===== src/rtl/multicycle_ctrl_fsm_pkg.sv =====
// Shared types and encodings for the multicycle RISC-V control unit.
package ctrl_pkg;

    typedef enum logic [3:0] {
        IDLE,
        FETCH,
        DECODE,
        EXEC_R,
        EXEC_I,
        ALU_WB,
        MEM_ADDR,
        MEM_READ,
        MEM_WB,
        MEM_WRITE,
        BRANCH,
        TRAP
    } state_e;

    typedef logic [1:0] cause_t;

    localparam logic [6:0] OP_RTYPE  = 7'b0110011;
    localparam logic [6:0] OP_ITYPE  = 7'b0010011;
    localparam logic [6:0] OP_LOAD   = 7'b0000011;
    localparam logic [6:0] OP_STORE  = 7'b0100011;
    localparam logic [6:0] OP_BRANCH = 7'b1100011;

    localparam logic [2:0] F3_BNE = 3'b001;

    localparam logic [1:0] ALUOP_ADD   = 2'b00;
    localparam logic [1:0] ALUOP_SUB   = 2'b01;
    localparam logic [1:0] ALUOP_RFUNC = 2'b10;
    localparam logic [1:0] ALUOP_IFUNC = 2'b11;

    localparam logic [1:0] SRCB_REG  = 2'b00;
    localparam logic [1:0] SRCB_FOUR = 2'b01;
    localparam logic [1:0] SRCB_IMM  = 2'b10;

    localparam logic [1:0] PCSRC_ALU    = 2'b00;
    localparam logic [1:0] PCSRC_ALUOUT = 2'b01;

    localparam cause_t CAUSE_NONE    = 2'b00;
    localparam cause_t CAUSE_ILLEGAL = 2'b01;
    localparam cause_t CAUSE_TIMEOUT = 2'b10;

    typedef struct packed {
        logic       pc_write;
        logic       pc_write_cond;
        logic       imem_read;
        logic       ir_write;
        logic       load_reg_a;
        logic       load_reg_b;
        logic       load_aout;
        logic       reg_write;
        logic       mem_to_reg;
        logic       dmem_read;
        logic       dmem_write;
        logic       load_mdr;
        logic       alu_src_a;
        logic [1:0] alu_src_b;
        logic [1:0] alu_op;
        logic [1:0] pc_source;
    } ctrl_flags_t;

    // DECODE successor; TRAP marks an opcode this datapath cannot execute.
    function automatic state_e dispatch_state(input logic [6:0] op);
        case (op)
            OP_RTYPE:          return EXEC_R;
            OP_ITYPE:          return EXEC_I;
            OP_LOAD, OP_STORE: return MEM_ADDR;
            OP_BRANCH:         return BRANCH;
            default:           return TRAP;
        endcase
    endfunction

endpackage


===== src/rtl/multicycle_ctrl_fsm_if.sv =====
// Control bundle between the multicycle controller (master) and the datapath (slave).
interface multicycle_ctrl_fsm_if
    import ctrl_pkg::*;
#(
    parameter int RET_W = 64
);
    logic [6:0]       opcode;
    logic [2:0]       funct3;
    logic             alu_zero;
    logic             imem_ready;
    logic             dmem_ready;

    logic             PCWrite;
    logic             PCWriteCond;
    logic             IMemRead;
    logic             IRWrite;
    logic             LoadRegA;
    logic             LoadRegB;
    logic             LoadAOut;
    logic             RegWrite;
    logic             MemToReg;
    logic             DMemRead;
    logic             DMemWrite;
    logic             LoadMDR;
    logic             ALUSrcA;
    logic [1:0]       ALUSrcB;
    logic [1:0]       ALUOp;
    logic [1:0]       PCSource;
    logic             branch_taken;
    logic             trap;
    cause_t           trap_cause;
    logic [RET_W-1:0] instret;

    modport master (
        input  opcode, funct3, alu_zero, imem_ready, dmem_ready,
        output PCWrite, PCWriteCond, IMemRead, IRWrite, LoadRegA, LoadRegB,
               LoadAOut, RegWrite, MemToReg, DMemRead, DMemWrite, LoadMDR,
               ALUSrcA, ALUSrcB, ALUOp, PCSource, branch_taken, trap,
               trap_cause, instret
    );

    modport slave (
        output opcode, funct3, alu_zero, imem_ready, dmem_ready,
        input  PCWrite, PCWriteCond, IMemRead, IRWrite, LoadRegA, LoadRegB,
               LoadAOut, RegWrite, MemToReg, DMemRead, DMemWrite, LoadMDR,
               ALUSrcA, ALUSrcB, ALUOp, PCSource, branch_taken, trap,
               trap_cause, instret
    );

endinterface


===== src/rtl/multicycle_ctrl_fsm_out_decode.sv =====
// Combinational state-to-flags decoder; ready inputs qualify the handshake strobes.
module ctrl_out_decode
    import ctrl_pkg::*;
(
    input  state_e      i_state,
    input  logic        i_imem_ready,
    input  logic        i_dmem_ready,
    input  logic [2:0]  i_funct3,
    input  logic        i_alu_zero,
    output ctrl_flags_t o_flags,
    output logic        o_branch_taken
);

    always_comb begin
        o_flags = '0;
        case (i_state)
            FETCH: begin
                o_flags.imem_read = 1'b1;
                o_flags.alu_src_b = SRCB_FOUR;
                o_flags.alu_op    = ALUOP_ADD;
                o_flags.pc_source = PCSRC_ALU;
                o_flags.ir_write  = i_imem_ready;
                o_flags.pc_write  = i_imem_ready;
            end
            DECODE: begin
                // Branch target PC+imm is parked in ALUOut while operands load.
                o_flags.load_reg_a = 1'b1;
                o_flags.load_reg_b = 1'b1;
                o_flags.alu_src_b  = SRCB_IMM;
                o_flags.alu_op     = ALUOP_ADD;
                o_flags.load_aout  = 1'b1;
            end
            EXEC_R: begin
                o_flags.alu_src_a = 1'b1;
                o_flags.alu_src_b = SRCB_REG;
                o_flags.alu_op    = ALUOP_RFUNC;
                o_flags.load_aout = 1'b1;
            end
            EXEC_I: begin
                o_flags.alu_src_a = 1'b1;
                o_flags.alu_src_b = SRCB_IMM;
                o_flags.alu_op    = ALUOP_IFUNC;
                o_flags.load_aout = 1'b1;
            end
            ALU_WB: begin
                o_flags.reg_write = 1'b1;
            end
            MEM_ADDR: begin
                o_flags.alu_src_a = 1'b1;
                o_flags.alu_src_b = SRCB_IMM;
                o_flags.alu_op    = ALUOP_ADD;
                o_flags.load_aout = 1'b1;
            end
            MEM_READ: begin
                o_flags.dmem_read = 1'b1;
                o_flags.load_mdr  = i_dmem_ready;
            end
            MEM_WB: begin
                o_flags.reg_write  = 1'b1;
                o_flags.mem_to_reg = 1'b1;
            end
            MEM_WRITE: begin
                o_flags.dmem_write = 1'b1;
            end
            BRANCH: begin
                o_flags.alu_src_a     = 1'b1;
                o_flags.alu_src_b     = SRCB_REG;
                o_flags.alu_op        = ALUOP_SUB;
                o_flags.pc_write_cond = 1'b1;
                o_flags.pc_source     = PCSRC_ALUOUT;
            end
            default: ;
        endcase
    end

    // BNE inverts the zero test; every other funct3 is treated as BEQ.
    assign o_branch_taken = o_flags.pc_write_cond & (i_alu_zero ^ (i_funct3 == F3_BNE));

endmodule


===== src/rtl/multicycle_ctrl_fsm.sv =====
// Multicycle RISC-V control FSM: sequencing, memory-wait timeout, sticky trap, instret.
module multicycle_ctrl_fsm
    import ctrl_pkg::*;
#(
    parameter int MEM_TIMEOUT = 16,
    parameter int RET_W       = 64
)(
    input  logic                  clk,
    input  logic                  reset,
    multicycle_ctrl_fsm_if.master bus
);

    localparam int WAIT_W = (MEM_TIMEOUT > 1) ? $clog2(MEM_TIMEOUT) : 1;

    state_e           r_state;
    logic [WAIT_W-1:0] r_wait_cnt;
    logic [RET_W-1:0] r_instret;
    logic             r_trap;
    cause_t           r_trap_cause;

    ctrl_flags_t w_flags;
    logic        w_branch_taken;
    logic        w_in_wait;
    logic        w_ready;
    logic        w_timeout;
    logic        w_illegal;
    logic        w_retire;

    ctrl_out_decode u_out_decode (
        .i_state        (r_state),
        .i_imem_ready   (bus.imem_ready),
        .i_dmem_ready   (bus.dmem_ready),
        .i_funct3       (bus.funct3),
        .i_alu_zero     (bus.alu_zero),
        .o_flags        (w_flags),
        .o_branch_taken (w_branch_taken)
    );

    assign w_in_wait = (r_state == FETCH) || (r_state == MEM_READ) || (r_state == MEM_WRITE);
    assign w_ready   = (r_state == FETCH) ? bus.imem_ready : bus.dmem_ready;
    // A ready arriving on the limit cycle still wins over the timeout.
    assign w_timeout = (MEM_TIMEOUT != 0) && w_in_wait && !w_ready &&
                       (r_wait_cnt == WAIT_W'(MEM_TIMEOUT - 1));
    assign w_illegal = (r_state == DECODE) && (dispatch_state(bus.opcode) == TRAP);
    assign w_retire  = (r_state == ALU_WB) || (r_state == MEM_WB) || (r_state == BRANCH) ||
                       ((r_state == MEM_WRITE) && bus.dmem_ready);

    always_ff @(posedge clk or negedge reset) begin
        if (!reset) begin
            r_state      <= IDLE;
            r_wait_cnt   <= '0;
            r_instret    <= '0;
            r_trap       <= 1'b0;
            r_trap_cause <= CAUSE_NONE;
        end else begin
            // Outside the wait states the counter sits at zero, so entry always starts fresh.
            if (w_in_wait && !w_ready && !w_timeout)
                r_wait_cnt <= r_wait_cnt + 1'b1;
            else
                r_wait_cnt <= '0;

            if (w_retire)
                r_instret <= r_instret + 1'b1;

            case (r_state)
                IDLE:      r_state <= FETCH;
                FETCH:     if (w_ready) r_state <= DECODE;
                DECODE:    r_state <= dispatch_state(bus.opcode);
                EXEC_R,
                EXEC_I:    r_state <= ALU_WB;
                ALU_WB,
                MEM_WB,
                BRANCH:    r_state <= FETCH;
                MEM_ADDR:  r_state <= (bus.opcode == OP_LOAD) ? MEM_READ : MEM_WRITE;
                MEM_READ:  if (w_ready) r_state <= MEM_WB;
                MEM_WRITE: if (w_ready) r_state <= FETCH;
                default:   r_state <= TRAP;
            endcase

            if (w_illegal) begin
                r_trap       <= 1'b1;
                r_trap_cause <= CAUSE_ILLEGAL;
            end
            if (w_timeout) begin
                r_state      <= TRAP;
                r_trap       <= 1'b1;
                r_trap_cause <= CAUSE_TIMEOUT;
            end
        end
    end

    assign bus.PCWrite      = w_flags.pc_write;
    assign bus.PCWriteCond  = w_flags.pc_write_cond;
    assign bus.IMemRead     = w_flags.imem_read;
    assign bus.IRWrite      = w_flags.ir_write;
    assign bus.LoadRegA     = w_flags.load_reg_a;
    assign bus.LoadRegB     = w_flags.load_reg_b;
    assign bus.LoadAOut     = w_flags.load_aout;
    assign bus.RegWrite     = w_flags.reg_write;
    assign bus.MemToReg     = w_flags.mem_to_reg;
    assign bus.DMemRead     = w_flags.dmem_read;
    assign bus.DMemWrite    = w_flags.dmem_write;
    assign bus.LoadMDR      = w_flags.load_mdr;
    assign bus.ALUSrcA      = w_flags.alu_src_a;
    assign bus.ALUSrcB      = w_flags.alu_src_b;
    assign bus.ALUOp        = w_flags.alu_op;
    assign bus.PCSource     = w_flags.pc_source;
    assign bus.branch_taken = w_branch_taken;
    assign bus.trap         = r_trap;
    assign bus.trap_cause   = r_trap_cause;
    assign bus.instret      = r_instret;

endmodule


===== src/flat_wrapper.sv =====
// flat-port wrapper written by rule: the top's interface ports become plain ports
module multicycle_ctrl_fsm_flat import ctrl_pkg::*;
#(
    parameter int MEM_TIMEOUT = 16,
    parameter int RET_W       = 64
)
  (clk, reset, bus_opcode, bus_funct3, bus_alu_zero, bus_imem_ready, bus_dmem_ready, bus_PCWrite, bus_PCWriteCond, bus_IMemRead, bus_IRWrite, bus_LoadRegA, bus_LoadRegB, bus_LoadAOut, bus_RegWrite, bus_MemToReg, bus_DMemRead, bus_DMemWrite, bus_LoadMDR, bus_ALUSrcA, bus_ALUSrcB, bus_ALUOp, bus_PCSource, bus_branch_taken, bus_trap, bus_trap_cause, bus_instret);
  multicycle_ctrl_fsm_if #(.RET_W(RET_W)) bus_i ();
  input  logic clk;
  input  logic reset;
  input wire logic [$bits(bus_i.opcode)-1:0] bus_opcode;
  input wire logic [$bits(bus_i.funct3)-1:0] bus_funct3;
  input wire logic [$bits(bus_i.alu_zero)-1:0] bus_alu_zero;
  input wire logic [$bits(bus_i.imem_ready)-1:0] bus_imem_ready;
  input wire logic [$bits(bus_i.dmem_ready)-1:0] bus_dmem_ready;
  output wire logic [$bits(bus_i.PCWrite)-1:0] bus_PCWrite;
  output wire logic [$bits(bus_i.PCWriteCond)-1:0] bus_PCWriteCond;
  output wire logic [$bits(bus_i.IMemRead)-1:0] bus_IMemRead;
  output wire logic [$bits(bus_i.IRWrite)-1:0] bus_IRWrite;
  output wire logic [$bits(bus_i.LoadRegA)-1:0] bus_LoadRegA;
  output wire logic [$bits(bus_i.LoadRegB)-1:0] bus_LoadRegB;
  output wire logic [$bits(bus_i.LoadAOut)-1:0] bus_LoadAOut;
  output wire logic [$bits(bus_i.RegWrite)-1:0] bus_RegWrite;
  output wire logic [$bits(bus_i.MemToReg)-1:0] bus_MemToReg;
  output wire logic [$bits(bus_i.DMemRead)-1:0] bus_DMemRead;
  output wire logic [$bits(bus_i.DMemWrite)-1:0] bus_DMemWrite;
  output wire logic [$bits(bus_i.LoadMDR)-1:0] bus_LoadMDR;
  output wire logic [$bits(bus_i.ALUSrcA)-1:0] bus_ALUSrcA;
  output wire logic [$bits(bus_i.ALUSrcB)-1:0] bus_ALUSrcB;
  output wire logic [$bits(bus_i.ALUOp)-1:0] bus_ALUOp;
  output wire logic [$bits(bus_i.PCSource)-1:0] bus_PCSource;
  output wire logic [$bits(bus_i.branch_taken)-1:0] bus_branch_taken;
  output wire logic [$bits(bus_i.trap)-1:0] bus_trap;
  output wire logic [$bits(bus_i.trap_cause)-1:0] bus_trap_cause;
  output wire logic [$bits(bus_i.instret)-1:0] bus_instret;
  assign bus_i.opcode = bus_opcode;
  assign bus_i.funct3 = bus_funct3;
  assign bus_i.alu_zero = bus_alu_zero;
  assign bus_i.imem_ready = bus_imem_ready;
  assign bus_i.dmem_ready = bus_dmem_ready;
  assign bus_PCWrite = bus_i.PCWrite;
  assign bus_PCWriteCond = bus_i.PCWriteCond;
  assign bus_IMemRead = bus_i.IMemRead;
  assign bus_IRWrite = bus_i.IRWrite;
  assign bus_LoadRegA = bus_i.LoadRegA;
  assign bus_LoadRegB = bus_i.LoadRegB;
  assign bus_LoadAOut = bus_i.LoadAOut;
  assign bus_RegWrite = bus_i.RegWrite;
  assign bus_MemToReg = bus_i.MemToReg;
  assign bus_DMemRead = bus_i.DMemRead;
  assign bus_DMemWrite = bus_i.DMemWrite;
  assign bus_LoadMDR = bus_i.LoadMDR;
  assign bus_ALUSrcA = bus_i.ALUSrcA;
  assign bus_ALUSrcB = bus_i.ALUSrcB;
  assign bus_ALUOp = bus_i.ALUOp;
  assign bus_PCSource = bus_i.PCSource;
  assign bus_branch_taken = bus_i.branch_taken;
  assign bus_trap = bus_i.trap;
  assign bus_trap_cause = bus_i.trap_cause;
  assign bus_instret = bus_i.instret;
  multicycle_ctrl_fsm #(.MEM_TIMEOUT(MEM_TIMEOUT), .RET_W(RET_W)) u_core (.clk(clk), .reset(reset), .bus(bus_i));
endmodule

===== config.mk =====
export PLATFORM = sky130hd
export DESIGN_NAME = multicycle_ctrl_fsm_flat
export DESIGN_NICKNAME = d
export VERILOG_FILES = /design/src/rtl/multicycle_ctrl_fsm_pkg.sv /design/src/rtl/multicycle_ctrl_fsm_if.sv /design/src/rtl/multicycle_ctrl_fsm_out_decode.sv /design/src/rtl/multicycle_ctrl_fsm.sv /design/src/flat_wrapper.sv
export SDC_FILE = /design/constraint.sdc
export NUM_CORES = 1
export LEC_CHECK = 0
export ABC_AREA = 1
export BUFFER_PORTS_ARGS = -buffer_cell sky130_fd_sc_hd__buf_2
export CORE_MARGIN = 4
export CORE_UTILIZATION = 25
export DETAILED_ROUTE_END_ITERATION = 16
export HOLD_SLACK_MARGIN = 0.05
export PLACE_DENSITY = 0.41
export SYNTH_ARGS = -nofsm -noshare
export SYNTH_HDL_FRONTEND = slang
export SYNTH_HIERARCHICAL = 1
export SYNTH_SLANG_ARGS = --single-unit

===== constraint.sdc =====
create_clock -name clk -period 1.8 [get_ports clk]
set_clock_uncertainty 0.1 [all_clocks]
set_input_delay 0.18 -clock clk [delete_from_list [all_inputs] [get_ports clk]]
set_output_delay 0.18 -clock clk [all_outputs]
set_load 0.01 [all_outputs]

==> reports/qor.csv, run 1 <==
stage,metric,value,unit
worst_setup_path,Setup crit end kind,flop,
worst_setup_path,Top delay family on crit path,buffers and inverters,
worst_setup_path,slowest cell on the critical path,dfrtp_1,
clocking,clock buffer depth,2,
clocking,number of H-tree levels,3,
route,Initial DRC Count,269,
route,vias per inst,4.25,
worst_setup_path,CP required,1.93,ns
synth,average cell area after synthesis,6.85,um2
synth,Syn. warnings,6,
sta,RSZ-0062 raised after global routing,true,
synth,Post-synth EDFFs,0,
synth,"top cells by area, synth","dfrtp_1, nand2_1, nor2_1",
sta,f_max,563,MHz
clocking,Clock Sinks,75,
run_status,outcome,"complete, no violations",
final_layout,share of layout cells above drive strength 1,36.1,%
pwr,power density of the placed cells,526,nW/um2
worst_setup_path,critical path peak fanout,8,
sta,period utilization,98.6,%
sta,post-layout min period,1.78,ns
global_route,vias in the first global route,4920,
floorplanning,Die Y,148,um
synth,Post-Synthesis Cells,716,
synth,most common cell in the netlist,nand2_1,
sta,Hold Slack,0.108,ns
route,Remaining DRCs,0,
synth,post-synth top area share,38.2,%
clocking,Clock Latency Late Sink,0.35,ns
floorplanning,core area,19000,um2
synth,Synth Net Count,733,
worst_setup_path,Crit Path Category,flop to flop,
worst_setup_path,Worst Setup Start Kind,flop,
floorplanning,Die X,148,um
floorplanning,IO Pins,102,
sta,worst setup margin,0.0245,ns
synth,Mapped Area,4910,um2
final_layout,"Area growth, synth to finish",46.1,%
clocking,CTS tree,built,
final_layout,FF+latch area,1880,um2
route,routed via count,5065,
pwr,leakage,3.46,nW
final_layout,antenna fix cells,0,
clocking,Clock Pin Slew Worst Setup and Hold Paths,0.07,ns
placed_design,DP Wirelength,13600,um
synth,commonest cells in the netlist,"nand2_1, nor2_1, dfrtp_1, inv_1, nand3_1",
worst_setup_path,buffers plus inverters on the worst setup path,3,
floorplanning,die footprint,21900,um2
route,Routed WL,16800,um
floorplanning,Initial Util,25.8,%
sta,Final Hold Viols,0,
route,Final ANT Viol Nets,0,
global_route,largest net degree at the start of global routing,41,
route,drt first pass iters,4,
final_layout,multi-input logic area,2990,um2
route,Wirelength per Cell,14.1,um
sta,setup violators final,0,
final_layout,Nets,943,
placed_design,port bufs,100,
synth,"flops & latches, synth",75,
sta,Final Max Slew Viols,0,
floorplanning,row count,50,
placed_design,pre-CTS setup slack,-0.00185,ns
hold_path,HP Class,primary input to asynchronous set/reset pin,
clocking,root buffer cell,clkbuf_16,
job,count of max-cap constraint violations,0,
clocking,CTS buffer count,9,
final_layout,Fillers,2099,
worst_setup_path,CP dominant cell by count,nor2_2,
pwr,worst vdd ir,424,uV
worst_setup_path,worst stage delay on the critical path,0.41,ns
placed_design,gpl congestion,0.834,
global_route,total grt overflow,0,
synth,sequential element share of the synthesized area,38.2,%
global_route,first-pass GRT wire length,26500,um
synth,Post-synth ARST share,100,%
synth,ys flop type,dfrtp_1,
global_route,antenna violations before repair,0,
synth,Yosys cell types,34,
global_route,Total Routing Usage GR,15.4,%
worst_setup_path,crit path DAT,1.90,ns
worst_setup_path,crit-path cells,"buf_4, nand2_1, nor2_2, nor2_4, nand2_4, inv_2, buf_12, nor2_2, xor2_1",
synth,Yosys top cell by area,dfrtp_1,
==> final cells by class <==
type | count | area share [%]
multi-input combinational | 563 | 41.6
sequential | 75 | 26.2
timing repair buffer | 207 | 19.1
tap | 260 | 4.54
clock buffer | 14 | 4.10
inverter | 70 | 3.87
clock inverter | 2 | 0.541
==> state kept, by name (all words and copies together) (netlist names) <==
signal and count:
u_core/bus.instret 64, u_core/r_state 4, u_core/r_wait_cnt 4, u_core/bus.trap_cause 2, u_core/bus.trap 1
==> through the flow <==
stage	power, mW	utilization, %	setup TNS, ns	std cells	instance area (um2)
after CTS	3.86	35.7	-0.0277	1179	6780
after floorplan	1.73	-	0	716	4910
final	3.77	37.7	0	1191	7170
after detailed placement	1.79	33.6	-0.00185	1159	6380
after global routing	3.94	37.7	-0.463	1191	7170
after global placement	1.79	33.6	-0.0713	1159	6380
==> timing repair <==
item                                    4_1_cts  5_1_grt
endpoints found under the setup margin       19       74
gates resized for setup                      13      101
gates cloned                                  0        1
buffers inserted                              3       11
pin swaps                                     3       16
endpoints found under the hold margin        75        0
hold buffers                                  1        0
==> cells by family (layout without fill, tap and decap cells) <==
group,count (synthesis),in the layout,synth area share (%)
flip-flops,75,75,38.2
buffers and inverters,79,293,6.78
AO/OA/AOI/OAI,26,26,2.75
other,1,1,0.0764
AND/OR/NAND/NOR,494,495,44.7
adder cells (fa/ha/maj),2,2,0.510
XOR/XNOR,39,39,6.96
==> layout by cell type, fill, tap and decap left out, drive strengths merged, types with 15 or more instances in the layout <==
cell	instances
buf	206
dfrtp	75
inv	70
nand2	264
nand3	37
nand3b	16
nor2	150
o21ai	15
xnor2	19
xor2	20
==> final timing paths <==
path | start | end | slack, ns | cells after the start
worst max register to register | u_core/r_state[3]$_DFFE_PN0P_ | u_core/bus.instret[8]$_DFFE_PN0P_ | 0.02 | 9
worst min register to register | u_core/r_wait_cnt[0]$_DFF_PN0_ | u_core/r_wait_cnt[0]$_DFF_PN0_ | 0.36 | 1
worst max-delay path | u_core/r_state[3]$_DFFE_PN0P_ | u_core/bus.instret[8]$_DFFE_PN0P_ | 0.02 | 9
min in group clk | bus_imem_ready | u_core/r_state[2]$_DFFE_PN0P_ | 0.12 | 4
max in group asynchronous | reset | u_core/bus.instret[45]$_DFFE_PN0P_ | 0.87 | 3
worst min-delay path | reset | u_core/bus.instret[61]$_DFFE_PN0P_ | 0.11 | 2
==> report_power, final <==
part | switching [mW] | total, mW | internal (mW) | leakage [nW]
registers | 0 | 1.69 | 1.69 | 0.991
clock network | 0.744 | 2.01 | 1.27 | 0.166
logic | 0.0515 | 0.0744 | 0.0230 | 2.30
total | 0.795 | 3.77 | 2.98 | 3.46
==> routing by layer <==
metal,global-route usage [%],up-vias,part of all wire [%]
li1,-,2653,-
met2,25.0,103,46
met5,0,-,0
met3,2.96,14,4.7
met1,21.1,2295,48
met4,4.02,0,1.5
Note: power is estimated with default switching activity, not from simulation.
==> inputs of run 2 (changes only) <==
- clock period: 1.8 -> 2.3 ns (I/O delays scaled with it)
==> reports/qor.csv, run 2 (synthesis gave the netlist of run 1 again) <==
stage,metric,value,unit,change
sta,Final Hold Viols,0,,unchanged
final_layout,share of layout cells above drive strength 1,19.2,%,was 36.1%
final_layout,"Area growth, synth to finish",23.6,%,was 46.1%
floorplanning,Die X,148,um,unchanged
final_layout,final instance area,6070,um2,was 7170 um2
route,Wirelength per Cell,14.8,um,was 14.1 um
final_layout,Largest register FFs,64,,unchanged
worst_setup_path,Crit Path Category,flop to flop,,unchanged
placed_design,port bufs,100,,unchanged
final_layout,"commonest non-fill, non-tap cell in the layout",nand2_1,,unchanged
placed_design,cell area after placement,5760,um2,was 6380 um2
sta,RSZ-0062 raised after global routing,false,,was true
final_layout,Nets,847,,was 943
floorplanning,Die Y,148,um,unchanged
placed_design,gpl congestion,0.821,,was 0.834
final_layout,multi-input logic area,2700,um2,was 2990 um2
floorplanning,die footprint,21900,um2,unchanged
worst_setup_path,R2R Setup Slk,0.30,ns,was 0.02 ns
global_route,total grt overflow,0,,unchanged
clocking,CTS Hold Buffers Added,1,,unchanged
floorplanning,IO Pins,102,,unchanged
clocking,CTS tree,built,,unchanged
worst_setup_path,critical path peak fanout,16,,was 8
global_route,Total Routing Usage GR,14.9,%,was 15.4%
sta,Slew headroom,58.9,%,
pwr,switching pwr,0.580,mW,was 0.795 mW
clocking,number of H-tree levels,3,,unchanged
route,Routed WL,16100,um,was 16800 um
pwr,Clk pwr share,50.9,%,was 53.4%
clocking,PostCTS Resize Cnt,0,,was 13
route,Final ANT Viol Nets,0,,unchanged
pwr,Sw Share,20.6,%,was 21.1%
route,Remaining DRCs,0,,unchanged
route,Initial DRC Count,260,,was 269
route,drt first pass iters,5,,was 4
floorplanning,row count,50,,unchanged
clocking,root buffer cell,clkbuf_16,,unchanged
pwr,Int Pwr,2.23,mW,was 2.98 mW
pwr,Logic pwr share,2.1,%,was 2.0%
run_status,outcome,"complete, no violations",,unchanged
global_route,first-pass GRT wire length,25800,um,was 26500 um
job,count of max-cap constraint violations,0,,unchanged
worst_setup_path,terminus of the critical flop-to-flop path,u_core/bus.instret[52]$_DFFE_PN0P_,,was u_core/bus.instret[8]$_DFFE_PN0P_
hold_path,HP Class,primary input to flop,,was primary input to asynchronous set/reset pin
hold_path,hold_sp,bus_opcode[6],,
global_route,largest net degree at the start of global routing,34,,was 41
hold_path,Min-Delay Endpoint,u_core/r_state[2]$_DFFE_PN0P_,,
final_layout,most frequent cells in the layout,"nand2_1, nor2_1, buf_2, dfrtp_1, inv_1",,"was nand2_1, buf_2, buf_4, nor2_1, dfrtp_1"
sta,Final Max Slew Viols,0,,unchanged
clocking,CTS buffer count,9,,unchanged
final_layout,Fillers,2210,,was 2099
sta,Worst-Margin Slew,0.611,ns,
clocking,Clock Pin Slew Worst Setup and Hold Paths,0.06,ns,was 0.07 ns
global_route,vias in the first global route,4777,,was 4920
pwr,worst vdd ir,309,uV,was 424 uV
hold_path,hold depth,4,,
worst_setup_path,crit path DAT,2.14,ns,was 1.90 ns
pwr,part of the power in registers,46.9,%,was 44.7%
sta,period utilization,87.1,%,was 98.6%
route,vias per inst,4.40,,was 4.25
clocking,Clock Sinks,75,,unchanged
placed_design,DP Wirelength,12900,um,was 13600 um
clocking,Clock Latency Late Sink,0.34,ns,was 0.35 ns
clocking,clock buffer depth,2,,unchanged
floorplanning,Initial Util,25.8,%,unchanged
worst_setup_path,r2r worst-path depth,9,,unchanged
clocking,Setup Buffers After CTS,0,,was 3
floorplanning,core area,19000,um2,unchanged
final_layout,antenna fix cells,0,,unchanged
sta,setup violators final,0,,unchanged
worst_setup_path,Worst Setup Start Kind,flop,,unchanged
global_route,antenna violations before repair,0,,unchanged
sta,setup_tns,0,ns,unchanged
final_layout,FF+latch area,1880,um2,about the same
worst_setup_path,CP required,2.43,ns,was 1.93 ns
worst_setup_path,Setup crit end kind,flop,,unchanged
sta,f_max,499,MHz,was 563 MHz
pwr,power density of the placed cells,464,nW/um2,was 526 nW/um2
pwr,leakage,2.89,nW,was 3.46 nW
route,routed via count,4815,,was 5065
sta,post-layout min period,2.00,ns,was 1.78 ns
worst_setup_path,RR Startpoint,u_core/r_state[0]$_DFFE_PN0P_,,was u_core/r_state[3]$_DFFE_PN0P_
## run 2: cell types whose count changed in the layout (fill, tap and decap cells not counted), sizes merged
cell / change
buf: -95
clkbuf: -1
nand2: -1
## run 2: per-stage QoR
step | setup WS [ns] | hold WS (ns) | utilization (%) | power, mW | std cells
global placement | 0.306 | 0.133 | 30.3 | 1.40 | 1078
floorplan | 0.549 | -0.166 | - | 1.35 | 716
finish | 0.296 | 0.168 | 31.9 | 2.81 | 1094
detailed placement | 0.287 | 0.129 | 30.3 | 1.40 | 1078
CTS | 0.275 | 0.153 | 31.9 | 2.86 | 1094
global route | 0.0730 | 0.184 | 31.9 | 2.92 | 1094
## run 2: worst max-delay path by stage
stage | from | to | slack (ns) | cells past startpoint
after CTS | u_core/r_state[0]$_DFFE_PN0P_ | u_core/bus.instret[51]$_DFFE_PN0P_ | 0.27 | 9
after global routing | u_core/r_state[1]$_DFFE_PN0P_ | u_core/bus.instret[52]$_DFFE_PN0P_ | 0.07 | 10
final | u_core/r_state[0]$_DFFE_PN0P_ | u_core/bus.instret[52]$_DFFE_PN0P_ | 0.30 | 9
after global placement | u_core/r_state[0]$_DFFE_PN0P_ | u_core/bus.instret[47]$_DFFE_PN0P_ | 0.31 | 9
after floorplan | u_core/bus.instret[0]$_DFFE_PN0P_ | u_core/bus.instret[30]$_DFFE_PN0P_ | 0.55 | 10
after detailed placement | u_core/r_state[0]$_DFFE_PN0P_ | u_core/bus.instret[47]$_DFFE_PN0P_ | 0.29 | 9
## run 2: power groups by stage
stage | Sequential [mW] | Clock (mW) | Combinational (mW)
floorplan | 1.34 | 0 | 0.0103
global placement | 1.34 | 0 | 0.0613
detailed placement | 1.34 | 0 | 0.0611
CTS | 1.32 | 1.48 | 0.0628
global route | 1.32 | 1.53 | 0.0694
finish | 1.32 | 1.43 | 0.0596
## run 2: critical path: stages, from the launching register on
cell and delay, ns:
dfrtp_1 0.55, inv_2 0.09, nor2_4 0.13, nand4_2 0.11
nand2_4 0.27, inv_2 0.20, nor3_1 0.24, nand2_1 0.08
nand2_1 0.06, nand2_1 0.04
## run 2: layout make-up
cell class,count,area share (%)
well taps,260,5.36
clock inverters,2,0.578
multi-input cells,562,44.5
inverters,70,4.33
repair buffers,112,10.0
flip-flops and latches,75,30.9
clock buffers,13,4.29
## run 2: routing by layer
metal | vias up | global-route usage (%) | part of all wire [%]
met4 | 0 | 4.48 | 1.4
met1 | 2224 | 20.7 | 48
li1 | 2458 | - | -
met3 | 16 | 2.62 | 4.7
met2 | 117 | 23.9 | 45
met5 | - | 0 | 0
